### config.mk
export PLATFORM = sky130hd
export DESIGN_NAME = gemm_tile_sequencer
export DESIGN_NICKNAME = d
export VERILOG_FILES = /design/src/rtl/gemm_tile_sequencer.sv
export SDC_FILE = /design/constraint.sdc
export NUM_CORES = 1
export LEC_CHECK = 0
export ABC_AREA = 1
export CAP_MARGIN = 20
export CORE_ASPECT_RATIO = 1.4
export CORE_MARGIN = 1.5
export CORE_UTILIZATION = 49
export CTS_CLUSTER_DIAMETER = 50
export DETAILED_ROUTE_END_ITERATION = 6
export PLACE_DENSITY = 0.79
export SLEW_MARGIN = 15
export SYNTH_ARGS = -nofsm -noshare
export SYNTH_HDL_FRONTEND = slang
export SYNTH_SLANG_ARGS = --single-unit
### constraint.sdc
create_clock -name clk -period 1.9 [get_ports clk]
set_input_delay 0.19 -clock clk [delete_from_list [all_inputs] [get_ports clk]]
set_output_delay 0.19 -clock clk [all_outputs]
set_load 0.02 [all_outputs]
### src/rtl/gemm_tile_sequencer.sv
// GEMM tile sequencer: clears the PE array, feeds skewed lane enables
// to both skew banks, waits out array latency, then reads result rows.
//
// Ports:
//   clk          rising-edge clock
//   rst_n        synchronous reset, active-high (1 = reset)
//   start        run one tile (sampled only while idle)
//   data_valid   upstream A/B words present this cycle
//   data_req     sequencer still needs upstream words
//   in_valid_A   per-lane shift enable, ifm skew bank
//   in_valid_B   per-lane shift enable, weight skew bank
//   acc_clear    one-cycle PE accumulator clear
//   out_valid    result row out_row is presented
//   out_ready    consumer accepts the row
//   out_row      index of the presented result row
//   busy         high whenever not idle
//   done         one-cycle pulse at tile completion
module gemm_tile_sequencer #(
  parameter int ARRAY_SIZE   = 16,
  parameter int K_SIZE       = 27,
  parameter int FLUSH_CYCLES = 32
) (
  input  logic                          clk,
  input  logic                          rst_n,
  input  logic                          start,
  input  logic                          data_valid,
  output logic                          data_req,
  output logic [ARRAY_SIZE-1:0]         in_valid_A,
  output logic [ARRAY_SIZE-1:0]         in_valid_B,
  output logic                          acc_clear,
  output logic                          out_valid,
  input  logic                          out_ready,
  output logic [$clog2(ARRAY_SIZE)-1:0] out_row,
  output logic                          busy,
  output logic                          done
);

  localparam int TW = $clog2(K_SIZE + ARRAY_SIZE);
  localparam int FW = $clog2(FLUSH_CYCLES + 1);
  localparam int RW = $clog2(ARRAY_SIZE);

  localparam logic [TW-1:0] T_K    = TW'(K_SIZE);
  localparam logic [TW-1:0] T_LAST =
    TW'(K_SIZE + ARRAY_SIZE - 2);
  localparam logic [FW-1:0] F_LAST =
    FW'(FLUSH_CYCLES - 1);
  localparam logic [RW-1:0] R_LAST =
    RW'(ARRAY_SIZE - 1);

  typedef enum logic [2:0] {
    IDLE,
    CLEAR,
    FEED,
    FLUSH,
    DRAIN,
    DONE
  } state_t;

  state_t        state;
  state_t        state_n;
  logic [TW-1:0] t;
  logic [TW-1:0] t_n;
  logic [FW-1:0] flush_cnt;
  logic [FW-1:0] flush_n;
  logic [RW-1:0] row_n;
  logic          advance;
  logic [ARRAY_SIZE-1:0] lane;

  always_ff @(posedge clk) begin
    if (rst_n) begin
      state     <= IDLE;
      t         <= '0;
      flush_cnt <= '0;
      out_row   <= '0;
    end else begin
      state     <= state_n;
      t         <= t_n;
      flush_cnt <= flush_n;
      out_row   <= row_n;
    end
  end

  always_comb begin
    state_n   = state;
    t_n       = t;
    flush_n   = flush_cnt;
    row_n     = out_row;
    advance   = 1'b0;
    data_req  = 1'b0;
    acc_clear = 1'b0;
    out_valid = 1'b0;
    done      = 1'b0;
    busy      = (state != IDLE);
    unique case (state)
      IDLE: begin
        if (start) state_n = CLEAR;
      end
      CLEAR: begin
        acc_clear = 1'b1;
        t_n       = '0;
        state_n   = FEED;
      end
      FEED: begin
        data_req = (t < T_K);
        // skew tail drains without upstream data
        advance  = data_req ? data_valid : 1'b1;
        if (advance) begin
          if (t == T_LAST) begin
            t_n     = '0;
            flush_n = '0;
            state_n = FLUSH;
          end else begin
            t_n = t + 1'b1;
          end
        end
      end
      FLUSH: begin
        if (flush_cnt == F_LAST) begin
          flush_n = '0;
          row_n   = '0;
          state_n = DRAIN;
        end else begin
          flush_n = flush_cnt + 1'b1;
        end
      end
      DRAIN: begin
        out_valid = 1'b1;
        if (out_ready) begin
          if (out_row == R_LAST) begin
            row_n   = '0;
            state_n = DONE;
          end else begin
            row_n = out_row + 1'b1;
          end
        end
      end
      DONE: begin
        done    = 1'b1;
        state_n = IDLE;
      end
      default: begin
        state_n = IDLE;
      end
    endcase
  end

  // lane i is live for t in [i, i+K_SIZE)
  always_comb begin
    lane = '0;
    for (int i = 0; i < ARRAY_SIZE; i++) begin
      lane[i] = advance
             && (int'(t) >= i)
             && (int'(t) - i < K_SIZE);
    end
    in_valid_A = lane;
    in_valid_B = lane;
  end

endmodule

Word-level counts from Yosys, hierarchy flattened:

Cells that the tools add are included.
Widths: inputs -> output; s select.

* flip-flop bits (word level): 19
* input port bits: 5
* logic and storage cells: 132

* add/subtract/negate cells: 18
* $lt $le $gt $ge: 32
* equality and inequality tests: 14
* mux-type cells: 24
* reduce and logical (&&, ||, !) cells: 40

Operators with widths (number)
* $lt 7x6->1 const B: 15
* $sub 6x4->7 const B: 8
* $ge 6x4->1 const B: 8
* $logic_and 1x1->1: 31
* $mux 6: 5
* $sub 6x3->7 const B: 4
* $ge 6x3->1 const B: 4
* $pmux 6 s2: 2
* $mux 3: 6
* $pmux 3 s5: 1
* $sub 6x2->7 const B: 2
* $add 6x1->6 const B: 2
* $ge 6x2->1 const B: 2
* $lt 6x5->1 const B: 2
* $mux 4: 3
* $ne 2x2->1 const B: 6
* $pmux 4 s2: 1
* $sub 6x1->7 const B: 1
* $eq 3x2->1 const B: 2
* $eq 3x3->1 const B: 2
* $eq 6x5->1 const B: 1
* $eq 6x6->1 const B: 1
* $ge 6x1->1 const B: 1
* $mux 1: 6
* other kinds (9): 12

Logic depth before layout (Yosys ltp):

Gate-level depths: netlist of the first run.

* word-level depth: 5
* mapped depth: 12
* gate-level depth less buffers: 11

Least setup slack after synthesis of the first run:

OpenSTA, ideal clock, no wires.

* path type: register to output
* start point: register t[2]
* end point: output port in_valid_B[6]
* data arrival time: 2.058 ns
* setup slack: -0.348 ns
* cell stages (with the launch flop): 13
* path through: dfxtp_1 -> inv_2 -> ha_1 -> nand2_1 -> nand3_1 -> nand2_2 -> nand2_2 -> nand2_4 -> clkinv_2 -> buf_6 -> nand2_1 -> a21oi_1 -> buf_4

* longest elaborated chain between the ends: 5
* elaborated cells between the ends (all ways): 8
* those cells by class: 1 x add/sub; 3 x order compare; 2 x mux; 2 x reduce/logical

RTL lines
* start, declared: RTL line 61 `logic [TW-1:0] t;`
* start signal, assigned: RTL line 77 `t <= t_n;`
* branches (longest 4 deep; another with $sub 6x3->7)
* $logic_and 1x1->1 *: RTL line 153 `&& (int'(t) - i < K_SIZE);`
* end, declared: RTL line 29 `output logic [ARRAY_SIZE-1:0] in_valid_B,`

Every way passes the cells marked *.

Worst setup path after layout of the first run:

* start point: register t[3]
* end point: output port in_valid_A[13]

* longest elaborated chain between the ends: 5
* elaborated cells between the ends (all ways): 8
* those cells by class: 1 x add/sub; 3 x order compare; 2 x mux; 2 x reduce/logical

RTL lines
* branches (longest 4 deep; another with $sub 6x4->7)
* $logic_and 1x1->1 *: RTL line 153
* end, declared: RTL line 28 `output logic [ARRAY_SIZE-1:0] in_valid_A,`

Marks and branches as above.

==> results of run 1 <==
registers in the layout, indices dropped and copies added (netlist names):
signal / count
out_row: 4
state: 3
flush_cnt: 6
t: 6
power by group through the flow:
stage	logic (mW)	registers, mW	clock network, mW
after floorplan	2.44	0.567	0
after global placement	3.86	0.545	0
after CTS	4.22	0.570	0.289
after global routing	5.21	0.605	0.295
after detailed placement	3.93	0.553	0
final	4.86	0.600	0.285
stage by stage:
step           total power, mW  setup TNS [ns]  utilization, %
5_1_grt                   6.11           -4.77            81.9
4_1_cts                   5.08           -1.60            76.6
2_1_floorplan             3.01               0               -
3_3_place_gp              4.40           -8.50            72.1
3_5_place_dp              4.49          -10.08            72.1
6_report                  5.74           -2.77            81.9
worst register-to-register path, stage by stage (launching register included):
cell and delay [ns]:
sky130_fd_sc_hd__dfxtp_4 0.43, sky130_fd_sc_hd__inv_8 0.08, sky130_fd_sc_hd__ha_4 0.17, sky130_fd_sc_hd__buf_4 0.16, sky130_fd_sc_hd__nand2_1 0.10, sky130_fd_sc_hd__buf_4 0.12, sky130_fd_sc_hd__nor2_4 0.05, sky130_fd_sc_hd__nor2_1 0.14
sky130_fd_sc_hd__inv_1 0.14, sky130_fd_sc_hd__o21ai_1 0.21, sky130_fd_sc_hd__nand2_1 0.07, sky130_fd_sc_hd__nor2_1 0.08
per-layer routing:
layer	vias up	track usage [%]	wire (microns)
li1	1683	-	-
met1	1664	34.1	3570
met2	212	65.7	5480
met3	81	2.62	613
met4	0	25.0	740
met5	-	0	0
repair_timing:
item                                    CTS  global route
endpoints found under the setup margin   41            40
pin swaps                                 2            18
hold endpoints to repair                  0             0
buffers inserted                          0             1
resized for setup                       225            75
placed cells by master (no fill, tap or decap), types with 3 or more instances in the layout:
cell / count
sky130_fd_sc_hd__buf_6: 26
sky130_fd_sc_hd__clkbuf_8: 3
sky130_fd_sc_hd__ha_1: 4
sky130_fd_sc_hd__nor2_1: 31
sky130_fd_sc_hd__a21oi_2: 5
sky130_fd_sc_hd__nand3_2: 9
sky130_fd_sc_hd__clkdlybuf4s50_1: 10
sky130_fd_sc_hd__buf_4: 84
sky130_fd_sc_hd__ha_4: 12
sky130_fd_sc_hd__o21ai_2: 6
sky130_fd_sc_hd__o21ai_1: 7
sky130_fd_sc_hd__nand2_2: 23
sky130_fd_sc_hd__dfxtp_1: 14
sky130_fd_sc_hd__inv_2: 12
sky130_fd_sc_hd__nand2_4: 8
sky130_fd_sc_hd__xor2_1: 8
sky130_fd_sc_hd__dfxtp_4: 4
sky130_fd_sc_hd__a21oi_1: 21
sky130_fd_sc_hd__o21ai_0: 15
sky130_fd_sc_hd__ha_2: 4
sky130_fd_sc_hd__nor2_4: 7
sky130_fd_sc_hd__nand4_1: 6
sky130_fd_sc_hd__a21oi_4: 10
sky130_fd_sc_hd__nor3_1: 3
sky130_fd_sc_hd__nand3_1: 29
sky130_fd_sc_hd__inv_1: 32
sky130_fd_sc_hd__nor2_2: 7
sky130_fd_sc_hd__nand2_1: 131
cell type report:
class / count / area [sq um]
clock buffers: 3 / 41.3
multi-input cells: 366 / 2400
well taps: 66 / 82.6
repair buffers: 127 / 1070
inverters: 50 / 228
clock inverters: 1 / 5.00
flip-flops and latches: 19 / 397
fillers: 345 / 935
path summary, 6_finish.rpt:
kind / end / cells past startpoint
max: in_valid_A[13] / 10
min: flush_cnt[5]$_SDFFE_PP0P_ / 2
max reg2reg: t[2]$_SDFFE_PP0P_ / 11
min reg2reg: flush_cnt[5]$_SDFFE_PP0P_ / 2
cell families (layout without fill, tap and decap cells):
family / count (synthesis) / after routing
simple gates: 265 / 265
compound gates: 72 / 72
flops: 19 / 19
buf+inv: 77 / 181
xor+xnor: 9 / 9
fa+ha+maj: 20 / 20
==> impl_summary.txt, run 1 <==
----------------------------------------------------
[Outcome]
  Run status ... finished, violations left
  Violations in the final reports ... setup timing

[Logic synthesis]
  Area fraction in and, or, nand and nor cells after synthesis ... 43.6%
  Most used flip-flop cell after synthesis ... sky130_fd_sc_hd__dfxtp_1
  Sequential cell area fraction in the yosys report ... 14.5%
  Top-area cell type share of the netlist area ... 22.5%
  Total of flip-flops plus latches after synthesis ... 19
  Most area-consuming cells after synthesis ... sky130_fd_sc_hd__nand2_1, sky130_fd_sc_hd__dfxtp_1, sky130_fd_sc_hd__ha_1
  XOR/XNOR share of the synthesized area ... 3.00%
  Synthesized netlist cell count ... 462
  Number of enable-type register cells in the synthesized netlist ... 0
  Dominant combinational cell family by area after synthesis ... simple AND/OR/NAND/NOR gates
  Post-synthesis adder-cell area fraction ... 9.54%
  Multiplexer share of the synthesized area ... 0%
  Largest area contributor in the synthesized netlist ... sky130_fd_sc_hd__nand2_1
  Yosys warns ... 0
  Total standard cell area after synthesis ... 2620 sq um
  Post-synth net total ... 487
  Mean Syn Cell Area ... 5.68 sq um
  Area fraction in compound gates after synthesis ... 14.8%
  Dominant cell by count in the synthesized netlist ... sky130_fd_sc_hd__nand2_1
  Asr flop ratio synth ... 0%
  Number of unique standard cell types used by synthesis ... 40
  Top cells by count, synth ... sky130_fd_sc_hd__nand2_1, sky130_fd_sc_hd__nor2_1, sky130_fd_sc_hd__inv_1

[Timing]
  Period utilization ... 108%
  Worst hold margin ... 0.484 ns
  Unrepaired setup endpoints after global routing ... true
  Fmax achieved ... 488 MHz
  Final-report max-slew violation count ... 0
  Final worst slack ... -0.149 ns
  Transition time at the pin with the least slew margin ... 0.361 ns
  Worst clock skew ... 0.00399 ns
  Final setup violation count ... 30
  Hold Violations, Final ... 0
  Final critical path time including I/O delays and setup ... 2.05 ns
  Remaining max-slew budget at the tightest pin ... 75.7%

[Placement]
  Area post-placement ... 3720 sq um
  Final RePlAce weighted congestion ... 1.05
  HPWL after detailed placement ... 7.40 mm
  # port buffers ... 45
  Post-Place Cells ... 627
  Worst-case setup slack after placement ... -0.397 ns

[Clock tree]
  TritonCTS Buffers ... 3
  Clock edge transition at the registers on the reported setup and hold paths ... 0.07 ns
  Sink Count ... 19
  Level count of the clock H-tree ... 1
  Number of hold-repair buffers added at the cts stage ... 0
  Clk root buf ... sky130_fd_sc_hd__clkbuf_8
  Latest clock arrival within the worst-skew pair ... 0.26 ns
  TritonCTS clock tree ... built
  Maximum buffer depth of the clock tree ... 2

[Critical path]
  CP arrival ... 1.86 ns
  Max stage delay cell, worst path ... sky130_fd_sc_hd__dfxtp_4
  Element type at the critical path end ... primary output
  Crit path buf inv count ... 4
  Setup crit start kind ... flop
  Critical R2R Launch ... t[2]$_SDFFE_PP0P_
  Critical path class ... flop to primary output
  Top fanout value on the critical path ... 7
  Peak per-stage delay on the critical path ... 0.39 ns
  Cell breakdown of the critical path ... inv_6, buf_4, buf_4, nand3_1, nand2_2, nor2_1, nand2_1, nand2_1, a21oi_4, buf_6
  Flop2flop setup slack ... 0.08 ns
  Cell class contributing the biggest share of worst-path delay ... buffers and inverters
  Critical path startpoint ... t[3]$_SDFFE_PP0P_
  Data required time at the worst endpoint ... 1.71 ns

[Hold path]
  Type of the most critical hold path ... flop to flop
  Worst hold path startpoint ... flush_cnt[5]$_SDFFE_PP0P_

[Pwr]
  Peak ir drop on the vdd network ... 0.000901 V
  Switching power total ... 3.16 mW
  Pleak ... 2.10 nW
  Relative contribution of sequential cells to total power ... 10.5%
  Total power density per cell area ... 1360 nW/um^2
  Part of the power in combinational logic ... 84.6%
  Int Power ... 2.59 mW
  Clk pwr share ... 5.0%
  Switching power share of the total ... 54.9%

[Layout]
  Ant diodes ... 0
  Design Area, Final ... 4220 sq um
  Share of layout cells above drive strength 1 ... 42.6%
  Layout net count ... 592
  Number of standard cells in the layout, taps in and fillers out ... 632
  Synthesis-to-layout area growth ... 61.0%

[Route]
  Wire length per cell after detailed routing ... 16.5 microns
  Post-Route WL ... 10.4 mm
  Detailed router's first-iteration violation count ... 267
  Number of remaining DRC errors ... 0
  Drt via density ... 5.76
  Count of nets left with antenna violations after detail routing ... 0
  Via total after detailed routing ... 3640
  First-pass detailed-route iteration total ... 5

[Global route]
  Initial antenna violation count ... 0
  Global-route usage over all layers ... 34.1%
  Maximum number of pins on one net before global-route repair ... 14
  Wire length of the first global-routing pass ... 15.4 mm
  Overflow left after global routing ... 0
  Via count of the first global-routing pass ... 3458

[Die]
  Count of standard-cell rows ... 31
  I/O pin count ... 46
  Area of the die ... 5810 sq um
  Placeable core region ... 5160 sq um
  Die height ... 89.6 microns
  Die width ... 64.8 microns
  Starting density of the core ... 50.9%

[Flow run]
  Max-Cap Viols ... 0

----------------------------------------------------
No activity file was read; power rests on OpenSTA's default activity.
==> inputs of run 2 (changes only) <==
==> constraint.sdc (replaced) <==
create_clock -name clk -period 1.9 [get_ports clk]
set_input_delay 0.19 -clock clk [delete_from_list [all_inputs] [get_ports clk]]
set_output_delay 0.19 -clock clk [all_outputs]
set_load 0.05 [all_outputs]
==> impl_summary.txt, run 2 (same netlist as run 1, synthesis figures left out) <==
----------------------------------------------------
[Outcome]
  Run status ... finished, violations left
  Violations in the final reports ... setup timing

[Die]
  Placeable core region ... 5160 sq um
  Starting density of the core ... 50.9%
  I/O pin count ... 46
  Area of the die ... 5810 sq um
  Die width ... 64.8 microns
  Count of standard-cell rows ... 31
  Die height ... 89.6 microns

[Clock tree]
  TritonCTS clock tree ... built
  Sink Count ... 19
  Maximum buffer depth of the clock tree ... 2
  Latest clock arrival within the worst-skew pair ... 0.26 ns
  Clk root buf ... sky130_fd_sc_hd__clkbuf_8
  Clock edge transition at the registers on the reported setup and hold paths ... 0.07 ns
  Level count of the clock H-tree ... 1
  TritonCTS Buffers ... 3

[Placement]
  Worst-case setup slack after placement ... -0.108 ns
  # port buffers ... 45
  Area post-placement ... 3840 sq um
  HPWL after detailed placement ... 7.56 mm
  Final RePlAce weighted congestion ... 1.05

[Layout]
  Registers with the highest flip-flop counts ... flush_cnt x6, t x6, out_row x4
  Ant diodes ... 0
  Design Area, Final ... 4570 sq um
  Synthesis-to-layout area growth ... 74.3%
  Share of layout cells above drive strength 1 ... 43.1%
  Top library cells by usage in the layout, fill and taps aside ... sky130_fd_sc_hd__nand2_1, sky130_fd_sc_hd__buf_4, sky130_fd_sc_hd__buf_12
  Layout net count ... 571
  Commonest non-fill, non-tap cell in the layout ... sky130_fd_sc_hd__nand2_1

[Critical path]
  End of the worst register-to-register path ... t[3]$_SDFFE_PP0P_
  R2R depth ... 13
  CP endpoint ... in_valid_A[7]
  Critical path class ... flop to primary output
  Critical path startpoint ... t[2]$_SDFFE_PP0P_
  CP arrival ... 2.03 ns
  Element type at the critical path end ... primary output
  Data required time at the worst endpoint ... 1.71 ns
  Top fanout value on the critical path ... 7
  Critical R2R Launch ... t[2]$_SDFFE_PP0P_
  Flop2flop setup slack ... -0.23 ns
  Setup crit start kind ... flop

[Timing]
  Period utilization ... 117%
  Transition time at the pin with the least slew margin ... 0.506 ns
  Worst hold margin ... 0.491 ns
  Final worst slack ... -0.318 ns
  Hold Violations, Final ... 0
  Fmax achieved ... 451 MHz
  Unrepaired setup endpoints after global routing ... true
  Remaining max-slew budget at the tightest pin ... 66.2%
  Worst clock skew ... 0.00400 ns
  Final setup violation count ... 39
  Setup TNS ... -8.59 ns
  Final-report max-slew violation count ... 0
  Final critical path time including I/O delays and setup ... 2.22 ns

[Route]
  Number of remaining DRC errors ... 0
  Drt via density ... 6.25
  First-pass detailed-route iteration total ... 6
  Count of nets left with antenna violations after detail routing ... 0
  Wire length per cell after detailed routing ... 20.2 microns
  Detailed router's first-iteration violation count ... 436
  Via total after detailed routing ... 3816
  Post-Route WL ... 12.4 mm

[Global route]
  Maximum number of pins on one net before global-route repair ... 20
  Overflow left after global routing ... 0
  Via count of the first global-routing pass ... 3616
  Global-route usage over all layers ... 37.6%
  Wire length of the first global-routing pass ... 17.1 mm
  Initial antenna violation count ... 0

[Hold path]
  Type of the most critical hold path ... flop to flop

[Pwr]
  Total power density per cell area ... 1460 nW/um^2
  Peak ir drop on the vdd network ... 0.00104 V
  Pleak ... 2.19 nW

[Flow run]
  Max-Cap Viols ... 0

----------------------------------------------------
[run 2: cell count changes in the layout (fill, tap and decap cells not counted), moves of 4 or more]
cell and delta:
sky130_fd_sc_hd__buf_12 +36, sky130_fd_sc_hd__buf_4 -34, sky130_fd_sc_hd__buf_6 -16, sky130_fd_sc_hd__nand2_1 -8, sky130_fd_sc_hd__nand2_4 +8, sky130_fd_sc_hd__nor2_4 +4
[run 2: critical path, stage by stage, from the launching register on]
cell                      delay [ns]
sky130_fd_sc_hd__dfxtp_4        0.48
sky130_fd_sc_hd__buf_6          0.15
sky130_fd_sc_hd__ha_2           0.20
sky130_fd_sc_hd__nand2_1        0.13
sky130_fd_sc_hd__nand2_1        0.12
sky130_fd_sc_hd__xor2_1         0.19
sky130_fd_sc_hd__nand3_1        0.15
sky130_fd_sc_hd__nand2_2        0.12
sky130_fd_sc_hd__a21oi_4        0.08
sky130_fd_sc_hd__buf_12         0.15
[run 2: what timing repair did]
| action | in CTS | in global routing |
|---|---|---|
| gates resized for setup | 69 | 46 |
| hold buffers | 0 | 0 |
| buffers inserted | 19 | 9 |
| pin swaps | 21 | 20 |
| cloned | 2 | 0 |
| endpoints found under the setup margin | 32 | 43 |
[run 2: layout make-up]
class	count	area, sq um
multi-input combinational	366	2520
timing repair buffer	104	1290
fill	228	584
sequential	19	395
inverter	50	230
tap	66	82.6
clock buffer	4	45.0
timing repair inverter	2	15.0
[run 2: worst min-delay path by stage]
| stage | startpoint | endpoint | cells past startpoint |
|---|---|---|---|
| floorplan | rst_n | flush_cnt[1]$_SDFFE_PP0P_ | 1 |
| global placement | flush_cnt[5]$_SDFFE_PP0P_ | flush_cnt[5]$_SDFFE_PP0P_ | 2 |
| detailed placement | flush_cnt[5]$_SDFFE_PP0P_ | flush_cnt[5]$_SDFFE_PP0P_ | 2 |
| CTS | flush_cnt[5]$_SDFFE_PP0P_ | flush_cnt[5]$_SDFFE_PP0P_ | 2 |
| global route | flush_cnt[5]$_SDFFE_PP0P_ | flush_cnt[5]$_SDFFE_PP0P_ | 2 |
| finish | flush_cnt[5]$_SDFFE_PP0P_ | flush_cnt[5]$_SDFFE_PP0P_ | 2 |
[run 2: metal layers]
metal	track usage (%)	wire [microns]	vias to the layer above	part of all wire, %
li1	-	-	1644	-
met1	37.7	4030	1734	33
met5	0	0	-	0
met3	4.99	1020	125	8.2
met2	68.9	6180	313	50
met4	31.7	1130	0	9.1
[run 2: through the flow]
step	util, %	cells	total power [mW]
final	88.7	611	6.69
after global routing	88.7	611	7.00
after CTS	83.8	602	5.81
after detailed placement	74.5	577	4.86
after global placement	74.5	577	4.81
after floorplan	-	462	3.55
[run 2: where the power goes]
part | switching, mW | internal, mW | total, mW
Combinational | 3.62 | 2.16 | 5.78
Sequential | 0.148 | 0.474 | 0.623
Clock | 0.135 | 0.149 | 0.284
